$ cat config.mk
export PLATFORM = sky130hd
export DESIGN_NAME = icache_fetcher_flat
export DESIGN_NICKNAME = d
export VERILOG_FILES = /design/src/rtl/icache_fetcher_if.sv /design/src/rtl/icache_fetcher.sv /design/src/flat_wrapper.sv
export SDC_FILE = /design/constraint.sdc
export NUM_CORES = 1
export LEC_CHECK = 0
export ABC_AREA = 1
export BUFFER_PORTS_ARGS = -buffer_cell sky130_fd_sc_hd__buf_2
export CORE_MARGIN = 3
export CORE_UTILIZATION = 50
export CTS_CLUSTER_DIAMETER = 60
export DETAILED_ROUTE_END_ITERATION = 7
export HOLD_SLACK_MARGIN = 0.08
export PLACE_DENSITY = 0.76
export SLEW_MARGIN = 40
export SYNTH_ARGS = -nofsm -noshare
export SYNTH_HDL_FRONTEND = slang
export SYNTH_SLANG_ARGS = --single-unit
$ cat constraint.sdc
create_clock -name clk -period 6.3 [get_ports clk]
set_input_delay 1.26 -clock clk [delete_from_list [all_inputs] [get_ports clk]]
set_output_delay 1.26 -clock clk [all_outputs]
set_load 0.01 [all_outputs]
$ cat src/rtl/icache_fetcher_if.sv
// ----------------------------------------------------------------------------
// icache_fetcher_if
// Read channel between the instruction fetcher and the program-memory
// controller. The fetcher issues a request with mem_read_valid and
// mem_read_address. The memory answers with mem_read_ready and mem_read_data.
//   master : fetcher side (drives request, receives response)
//   slave  : memory-controller side (receives request, drives response)
// ----------------------------------------------------------------------------
interface icache_fetcher_if #(
    parameter int ADDR_BITS = 8,
    parameter int DATA_BITS = 16
);
    logic                 mem_read_valid;
    logic [ADDR_BITS-1:0] mem_read_address;
    logic                 mem_read_ready;
    logic [DATA_BITS-1:0] mem_read_data;

    modport master (
        output mem_read_valid,
        output mem_read_address,
        input  mem_read_ready,
        input  mem_read_data
    );

    modport slave (
        input  mem_read_valid,
        input  mem_read_address,
        output mem_read_ready,
        output mem_read_data
    );
endinterface

$ cat src/rtl/icache_fetcher.sv
// ----------------------------------------------------------------------------
// icache_fetcher
// Instruction fetch stage with a direct-mapped, one-instruction-per-line cache.
// A lookup happens on an IDLE cycle while the scheduler is in FETCH.
//   - On a hit, the instruction is returned on the next cycle.
//   - On a miss, the line is refilled through the program-memory read channel.
// Ports:
//   clk, reset          clock, synchronous active-high reset
//   core_state          scheduler state (FETCH=001, DECODE=010)
//   current_pc          address to fetch
//   flush               invalidate every cache line
//   mem                 program-memory read channel (master side)
//   fetcher_state       IDLE=000, FETCHING=001, FETCHED=010
//   instruction         fetched instruction, held while in FETCHED
//   cache_*             cumulative statistics, wrapping modulo 2^32
// ----------------------------------------------------------------------------
module icache_fetcher #(
    parameter int PROGRAM_MEM_ADDR_BITS = 8,
    parameter int PROGRAM_MEM_DATA_BITS = 16,
    parameter int CACHE_LINES           = 16
) (
    input  logic                             clk,
    input  logic                             reset,
    input  logic [2:0]                       core_state,
    input  logic [PROGRAM_MEM_ADDR_BITS-1:0] current_pc,
    input  logic                             flush,
    icache_fetcher_if.master                 mem,
    output logic [2:0]                       fetcher_state,
    output logic [PROGRAM_MEM_DATA_BITS-1:0] instruction,
    output logic [31:0]                      cache_hit_count,
    output logic [31:0]                      cache_miss_count,
    output logic [31:0]                      cache_total_requests,
    output logic [31:0]                      cache_memory_wait_cycles
);
    localparam int IDX_BITS = $clog2(CACHE_LINES);
    localparam int TAG_BITS = PROGRAM_MEM_ADDR_BITS - IDX_BITS;

    localparam logic [2:0] CORE_FETCH  = 3'b001;
    localparam logic [2:0] CORE_DECODE = 3'b010;

    typedef enum logic [2:0] {
        IDLE     = 3'b000,
        FETCHING = 3'b001,
        FETCHED  = 3'b010
    } state_t;

    state_t                           state_r;
    state_t                           next_state_s;
    logic [CACHE_LINES-1:0]           valid_r;
    logic [TAG_BITS-1:0]              tag_r  [CACHE_LINES];
    logic [PROGRAM_MEM_DATA_BITS-1:0] data_r [CACHE_LINES];

    logic [IDX_BITS-1:0] lookup_idx_s;
    logic [TAG_BITS-1:0] lookup_tag_s;
    logic [IDX_BITS-1:0] refill_idx_s;
    logic [TAG_BITS-1:0] refill_tag_s;
    logic                lookup_s;
    logic                hit_s;
    logic                refill_s;

    // The latched request address selects the refill line.
    // A pc change during the miss therefore cannot redirect the write.
    assign lookup_idx_s = current_pc[IDX_BITS-1:0];
    assign lookup_tag_s = current_pc[PROGRAM_MEM_ADDR_BITS-1:IDX_BITS];
    assign refill_idx_s = mem.mem_read_address[IDX_BITS-1:0];
    assign refill_tag_s = mem.mem_read_address[PROGRAM_MEM_ADDR_BITS-1:IDX_BITS];

    assign lookup_s = (state_r == IDLE) && (core_state == CORE_FETCH);
    assign hit_s    = valid_r[lookup_idx_s] && (tag_r[lookup_idx_s] == lookup_tag_s);
    assign refill_s = (state_r == FETCHING) && mem.mem_read_ready;

    assign fetcher_state = state_r;

    // State register
    always_ff @(posedge clk) begin
        if (reset) begin
            state_r <= IDLE;
        end else begin
            state_r <= next_state_s;
        end
    end

    // Next-state decode
    always_comb begin
        next_state_s = state_r;
        case (state_r)
            IDLE: begin
                if (lookup_s) begin
                    next_state_s = hit_s ? FETCHED : FETCHING;
                end else begin
                    next_state_s = IDLE;
                end
            end
            FETCHING: begin
                if (mem.mem_read_ready) begin
                    next_state_s = FETCHED;
                end else begin
                    next_state_s = FETCHING;
                end
            end
            FETCHED: begin
                if (core_state == CORE_DECODE) begin
                    next_state_s = IDLE;
                end else begin
                    next_state_s = FETCHED;
                end
            end
            default: next_state_s = IDLE;
        endcase
    end

    // Valid bits: flush wins over a same-cycle refill, so that line stays invalid.
    // The lookup has already sampled the pre-flush bits combinationally.
    always_ff @(posedge clk) begin
        if (reset) begin
            valid_r <= {CACHE_LINES{1'b0}};
        end else if (flush) begin
            valid_r <= {CACHE_LINES{1'b0}};
        end else if (refill_s) begin
            valid_r[refill_idx_s] <= 1'b1;
        end
    end

    // Tag and data arrays are not reset; the valid bits guard them.
    always_ff @(posedge clk) begin
        if (refill_s) begin
            tag_r[refill_idx_s]  <= refill_tag_s;
            data_r[refill_idx_s] <= mem.mem_read_data;
        end
    end

    // Request channel, delivered instruction and statistics counters
    always_ff @(posedge clk) begin
        if (reset) begin
            mem.mem_read_valid       <= 1'b0;
            mem.mem_read_address     <= {PROGRAM_MEM_ADDR_BITS{1'b0}};
            instruction              <= {PROGRAM_MEM_DATA_BITS{1'b0}};
            cache_hit_count          <= 32'd0;
            cache_miss_count         <= 32'd0;
            cache_total_requests     <= 32'd0;
            cache_memory_wait_cycles <= 32'd0;
        end else begin
            case (state_r)
                IDLE: begin
                    if (lookup_s) begin
                        cache_total_requests <= cache_total_requests + 32'd1;
                        if (hit_s) begin
                            instruction     <= data_r[lookup_idx_s];
                            cache_hit_count <= cache_hit_count + 32'd1;
                        end else begin
                            cache_miss_count     <= cache_miss_count + 32'd1;
                            mem.mem_read_valid   <= 1'b1;
                            mem.mem_read_address <= current_pc;
                        end
                    end
                end
                FETCHING: begin
                    cache_memory_wait_cycles <= cache_memory_wait_cycles + 32'd1;
                    if (mem.mem_read_ready) begin
                        instruction        <= mem.mem_read_data;
                        mem.mem_read_valid <= 1'b0;
                    end
                end
                FETCHED: begin
                    mem.mem_read_valid <= 1'b0;
                end
                default: begin
                    mem.mem_read_valid <= 1'b0;
                end
            endcase
        end
    end
endmodule

$ cat src/flat_wrapper.sv
// flat-port wrapper written by rule: the top's interface ports become plain ports
module icache_fetcher_flat 
#(
    parameter int PROGRAM_MEM_ADDR_BITS = 8,
    parameter int PROGRAM_MEM_DATA_BITS = 16,
    parameter int CACHE_LINES           = 16
)
  (clk, reset, core_state, current_pc, flush, fetcher_state, instruction, cache_hit_count, cache_miss_count, cache_total_requests, cache_memory_wait_cycles, mem_mem_read_valid, mem_mem_read_address, mem_mem_read_ready, mem_mem_read_data);
  icache_fetcher_if #(.ADDR_BITS(8), .DATA_BITS(16)) mem_i ();
  input  logic clk;
  input  logic reset;
  input  logic [2:0] core_state;
  input  logic [PROGRAM_MEM_ADDR_BITS-1:0] current_pc;
  input  logic flush;
  output logic [2:0] fetcher_state;
  output logic [PROGRAM_MEM_DATA_BITS-1:0] instruction;
  output logic [31:0] cache_hit_count;
  output logic [31:0] cache_miss_count;
  output logic [31:0] cache_total_requests;
  output logic [31:0] cache_memory_wait_cycles;
  output wire logic [$bits(mem_i.mem_read_valid)-1:0] mem_mem_read_valid;
  output wire logic [$bits(mem_i.mem_read_address)-1:0] mem_mem_read_address;
  input wire logic [$bits(mem_i.mem_read_ready)-1:0] mem_mem_read_ready;
  input wire logic [$bits(mem_i.mem_read_data)-1:0] mem_mem_read_data;
  assign mem_mem_read_valid = mem_i.mem_read_valid;
  assign mem_mem_read_address = mem_i.mem_read_address;
  assign mem_i.mem_read_ready = mem_mem_read_ready;
  assign mem_i.mem_read_data = mem_mem_read_data;
  icache_fetcher #(.PROGRAM_MEM_ADDR_BITS(PROGRAM_MEM_ADDR_BITS), .PROGRAM_MEM_DATA_BITS(PROGRAM_MEM_DATA_BITS), .CACHE_LINES(CACHE_LINES)) u_core (.clk(clk), .reset(reset), .core_state(core_state), .current_pc(current_pc), .flush(flush), .mem(mem_i), .fetcher_state(fetcher_state), .instruction(instruction), .cache_hit_count(cache_hit_count), .cache_miss_count(cache_miss_count), .cache_total_requests(cache_total_requests), .cache_memory_wait_cycles(cache_memory_wait_cycles));
endmodule
* Word-level counts from Yosys, hierarchy flattened *
Memories as Yosys holds them, arrays and structs flattened.
Index checks and enable logic that the tools add are counted.

word-level totals
  input bits = 31
  memories kept = 2
  word-level logic and storage cells = 60
  RAM bits = 320
  register bits = 172

cells by class
  multiplexer cells = 19
  $lt $le $gt $ge = 3
  reductions and logical operators = 12
  add/sub/neg operators = 4
  bitwise operators = 2
  equal/unequal tests = 9

memories
  name           depth  bits a word  read ports  clocked after memory_dff  wr ports  RTL line              source
  u_core.data_r  16     16           1           0                         1         icache_fetcher.sv:51  logic [PROGRAM_MEM_DATA_BITS-1:0] data_r [CACHE_LINES];
  u_core.tag_r   16     4            1           0                         1         icache_fetcher.sv:50  logic [TAG_BITS-1:0] tag_r [CACHE_LINES];

operator list
  cell                     number
  $add A32 B1 Y32 const B  4
  $mux W16                 3
  $pmux W16 S2             1
  $or A16 B16 Y16          1
  $lt A4 B5 Y1 const B     2
  $pmux W3 S3              1
  $reduce_and A3 Y1        3
  $mux W1                  7
  $eq A3 B1 Y1 const B     2
  $eq A3 B2 Y1 const B     2
  $mux W2                  3
  $bmux W1 S4              1
  $demux W1 S4             1
  $eq A4 B4 Y1             1
  $ge A4 B1 Y1 const B     1
  $logic_and A1 B1 Y1      4
  $ne A2 B1 Y1 const B     2
  $ne A2 B2 Y1 const B     2
  $reduce_and A4 Y1        1
  $logic_not A3 Y1         1
  $mux W3                  1
  $pmux W1 S2              1
  $reduce_and A2 Y1        1
  $reduce_bool A2 Y1       1
  other kinds (2)          2

* Logic depth before layout (Yosys ltp) *
  word-level depth = 6
  depth in mapped cells = 19
  gate-level depth less buffers = 17

* Least setup slack after synthesis *
No wires, ideal clock.

  kind = input -> register
  start = input port mem_mem_read_ready
  end = memory u_core.data_r[12][0] (enable)
  setup time = 0.398 ns
  required time = 5.902 ns
  slack = 3.215 ns
  path buffers = 0
  arrival time = 2.687 ns
  stages on the path = 6
  cells stage by stage = inv_1 > nor2_1 > inv_1 > nor3_1 > inv_1 > nor2_1

between the ends
  cells in the longest elaborated chain, start to end = 3

ends and longest elaborated chain
  what                           RTL line               source
  start, declared                flat_wrapper.sv:23     input wire logic [$bits(mem_i.mem_read_ready)-1:0] mem_mem_read_ready;
  $logic_and A1 B1 Y1            icache_fetcher.sv:70   assign refill_s = (state_r == FETCHING) && mem.mem_read_ready;
  $mux W1                        icache_fetcher.sv:126  if (refill_s) begin
  $mux W1 (implied by the code)  icache_fetcher.sv:128  data_r[refill_idx_s] <= mem.mem_read_data;
  end, declared                  icache_fetcher.sv:51

No other way between the ends.

* Worst setup path after layout *
  start = input port current_pc[1]
  end = register u_core.cache_hit_count[19]

between the ends
  cells in the longest elaborated chain, start to end = 4
  elaborated cells on any way between the ends = 6
  classes of those cells = eq/ne (1); mux (2); reduce/logical (2); memory (1)

ends and longest elaborated chain
  what                                           RTL line               source
  start, declared                                flat_wrapper.sv:13     input logic [PROGRAM_MEM_ADDR_BITS-1:0] current_pc;
  $mem_v2 Z16 W4 or $bmux W1 S4 (tied branches)  -
  $eq A4 B4 Y1 or $mux W1 (tied branches)        icache_fetcher.sv:69   assign hit_s = valid_r[lookup_idx_s] && (tag_r[lookup_idx_s] == lookup_tag_s);
  $logic_and A1 B1 Y1 (*)                        icache_fetcher.sv:69
  $reduce_and A3 Y1 (no source line) (*)         -
  end signal, assigned                           icache_fetcher.sv:149  cache_hit_count <= cache_hit_count + 32'd1;
  end, declared                                  icache_fetcher.sv:30   output logic [31:0] cache_hit_count,

Mark *: on every way between the ends. The rest lies on a longest branch, timed or not. The select of a mux whose other input is x is not followed.
A chain may end at the register's enable or synchronous reset.

==> summary.md <==
| Metric | Value |
|---|---|
| Final nets | 2,395 |
| Max_cap viols | 0 |
| Final Wtd Congestion | 0.9665 |
| CTS Buffer Depth | 3 |
| Reg2Reg Depth | 10 |
| Final Cycle Share | 0.6408 |
| RSZ-0062 raised after global routing | no |
| Top Family by Delay on Critical Path | simple AND/OR/NAND/NOR gates |
| Buf+Inv Stages, Crit Path | 2 |
| Hold WC Path Type | flip-flop to flip-flop |
| Worst path required time | 6.76 ns |
| Final Hold Viols | 0 |
| Inserted Clock Buffers | 50 |
| Critical Path Start | current_pc[1] |
| Drt first-iter violations | 1,485 |
| TritonCTS clock tree | done |
| Worst Setup End Kind | flip-flop |
| Clk_skew | 0.03839 ns |
| Final TNS setup | 0 ns |
| WS Path Type | input port to flip-flop |
| Hold buffers post-CTS | 0 |
| Crit path largest cell delay | 0.65 ns |
| Clock Latency Late Sink | 0.59 ns |
| Die area | 0.04497 mm2 |
| Vias per cell | 5.726 |
| Final setup fails | 0 |
| Max Freq | 247.7 MHz |
| Chip Width | 212.1 um |
| Pins Over Slew Limit | 0 |
| Clock slew at reported path FFs | 0.06 ns |
| Seq/Total Area, Yosys | 0.6138 |
| Total GRT Usage | 0.2465 |
| Status | completed |
| Top cell by count, worst path | nand3_1 |
| Synth warn | 0 |
| Total power | 6.706 mW |
| Area grow syn2layout | 13.86% |
| Worst Max-Slew Pin Slew | 0.8575 ns |
| Die height | 212.1 um |
| Syn Inst Count | 2,209 |
| Initial antenna violation count | 3 |
| Rows | 74 |
| Slowest cell on crit path | buf_2 |
| Post-DRT Antenna Nets | 0 |
| Dpl hpwl | 35,150 um |
| Total setup buffers inserted after CTS | 0 |
| Most common flop cell mapped by yosys | edfxtp_1 |
| Gr ovfl total | 0 |
| Port bufs | 185 |
| Final Critical Period | 4.037 ns |
| Flop-to-flop setup slack | 3.51 ns |
| Top Ports | 187 |
| CP Depth | 14 |
| Root Buffer | clkbuf_16 |
| Final wirelength | 56,360 um |
| Arrival time at the worst endpoint | 4.50 ns |
| Library cells used by synthesis | 42 |
| R2r startpoint | u_core.fetcher_state[1]$_SDFF_PP0_ |
| #FFs+latches synth | 491 |
| Synth Net Count | 2,244 |
| Detailed-route via count | 16,770 |
| Mapped Area | 0.02123 mm2 |
| Lkg Pwr | 8.855 nW |
| First-pass GRT wire length | 87,620 um |
| Critical path endpoint | u_core.cache_hit_count[19]$_SDFFE_PP0P_ |
| Avg Cell Area, Syn | 9.611 um2 |
| Vias in the first global route | 16,320 |
| Crit-path cells | buf_2 > inv_4 > nor2_1 > o21ai_0 > nand3_1 > nand3_1 > nand3_1 > nand2_1 > nor2_2 > nand3_4 > nor2_4 > nand2_1 > o21bai_1 > nor2_1 |
| CP startpoint kind | input port |
| Fraction of layout cells with a size suffix above 1 | 0.1381 |
| DR WL/cell | 19.24 um |
| # resized after CTS | 0 |
| Worst r2r dst | u_core.cache_total_requests[31]$_SDFFE_PP0P_ |
| Largest net degree at the start of global routing | 98 |
| First-pass DRT Iterations | 7 |
| Async set or reset register ratio after synthesis | 0 |
| Post-synth EDFFs | 320 |
| Crit-path max FO | 54 |
| Total power per unit cell area | 277.4 mW/mm2 |
| Rel. slew slack | 0.4283 |
| Detailed-route DRC error count | 0 |
| VDD IR-drop max | 0.2413 mV |
| H-tree levels | 2 |
| Sink Count | 491 |
| Core ar. | 0.04139 mm2 |
| Initial core utilization | 0.5130 |
## metrics by stage
stage	hold WS (ns)	setup slack, ns	instances	utilization	cell area [um2]
after floorplan	0.4323	3.215	2209	-	21230
after global placement	0.4410	1.597	2840	0.5444	22530
after detailed placement	0.4574	1.798	2840	0.5448	22550
after CTS	0.4666	2.353	2928	0.5840	24170
after global routing	0.4919	1.966	2928	0.5840	24170
final	0.4661	2.263	2929	0.5841	24170
## area by class of cell
class | count | area [um2]
clock buffers | 73 | 1439
clock inverters | 15 | 183.9
diodes | 1 | 2.502
flip-flops and latches | 491 | 13030
inverters | 159 | 609.3
multi-input cells | 1448 | 7122
well taps | 532 | 665.6
fillers | 3384 | 17210
repair buffers | 210 | 1120
## worst reg2reg max path, delay by kind of cell, from the launching register on
kind                   cells  cell delay, ns
flip-flops                 1            0.36
AO/OA/AOI/OAI              2            0.25
AND/OR/NAND/NOR            6            1.65
buffers and inverters      2            0.42
## logic make-up (layout without fill, tap and decap cells)
family                     after synthesis  in the layout  share of synthesized area
AOI/OAI and AO/OA                      399            399                     0.1067
xor gates and xnor gates                61             61                    0.02516
adders and majority gates                4              4                   0.002357
buffers and inverters                  270            457                    0.05333
DFF                                    491            491                     0.6138
other                                    1              2                  0.0001766
and+or+nand+nor                        983            983                     0.1984
## sequential cells by signal, indices dropped and copies added (netlist names)
signal	flops
u_core.cache_hit_count	32
u_core.cache_memory_wait_cycles	32
u_core.cache_miss_count	32
u_core.cache_total_requests	32
u_core.data_r	256
u_core.fetcher_state	2
u_core.instruction	16
u_core.mem.mem_read_address	8
u_core.mem.mem_read_valid	1
u_core.tag_r	64
u_core.valid_r	16
## power breakdown
group | internal [mW] | switching [mW]
clock network | 1.71 | 1.21
logic | 0.0858 | 0.249
registers | 3.44 | 0.0139
total | 5.23 | 1.48
## synthesized netlist by cell type (all sizes together) (8+ instances only)
master,instances,share of area
xnor2,11,0.0045
o211ai,8,0.0028
dfxtp,171,0.16
nor4,15,0.0044
edfxtp,320,0.45
a21oi,142,0.033
nand4,34,0.010
nor3,52,0.013
o21ai,172,0.041
o221ai,56,0.023
o22ai,8,0.0024
xor2,50,0.021
nand3,157,0.038
buf,45,0.013
nand2,351,0.063
inv,159,0.028
nor2,360,0.066
clkbuf,66,0.012
## how the worst min path moves through the flow
stage                                                  end  slack, ns  depth (start not counted)                                   start
floorplan                   u_core.valid_r[4]$_SDFFE_PP0P_       0.43                          2          u_core.valid_r[4]$_SDFFE_PP0P_
global placement            u_core.valid_r[4]$_SDFFE_PP0P_       0.44                          2          u_core.valid_r[4]$_SDFFE_PP0P_
detailed placement  u_core.mem.mem_read_valid$_SDFFE_PP0P_       0.46                          2  u_core.mem.mem_read_valid$_SDFFE_PP0P_
CTS                 u_core.mem.mem_read_valid$_SDFFE_PP0P_       0.47                          2  u_core.mem.mem_read_valid$_SDFFE_PP0P_
global route        u_core.mem.mem_read_valid$_SDFFE_PP0P_       0.49                          2  u_core.mem.mem_read_valid$_SDFFE_PP0P_
finish              u_core.mem.mem_read_valid$_SDFFE_PP0P_       0.47                          2  u_core.mem.mem_read_valid$_SDFFE_PP0P_
## cell usage in the layout (no fill, tap or decap), drive strengths merged, types with 3 or more instances in the layout
| cell | synthesis | routed |
|---|---|---|
| inv | 159 | 162 |
| o21a | 7 | 7 |
| nor3b | 7 | 7 |
| nor3 | 52 | 52 |
| nor2 | 360 | 360 |
| o211ai | 8 | 8 |
| clkbuf | 66 | 73 |
| nor4 | 15 | 15 |
| a31oi | 3 | 3 |
| nand4 | 34 | 34 |
| ha | 4 | 4 |
| xnor2 | 11 | 11 |
| bufinv | 0 | 3 |
| a21oi | 142 | 142 |
| dfxtp | 171 | 171 |
| o221ai | 56 | 56 |
| xor2 | 50 | 50 |
| or2 | 6 | 6 |
| o22ai | 8 | 8 |
| o21ai | 172 | 172 |
| edfxtp | 320 | 320 |
| nand3 | 157 | 157 |
| clkinv | 0 | 9 |
| nand2 | 351 | 351 |
| buf | 45 | 210 |
## routing by layer
| metal | up-vias | global-route usage | share of wire |
|---|---|---|---|
| met5 | - | 0 | 0.00060 |
| met4 | 4 | 0.1009 | 0.039 |
| met3 | 145 | 0.05681 | 0.085 |
| met2 | 705 | 0.4069 | 0.48 |
| met1 | 7970 | 0.3158 | 0.39 |
| li1 | 7948 | - | - |
(Power assumes the default switching activity.)
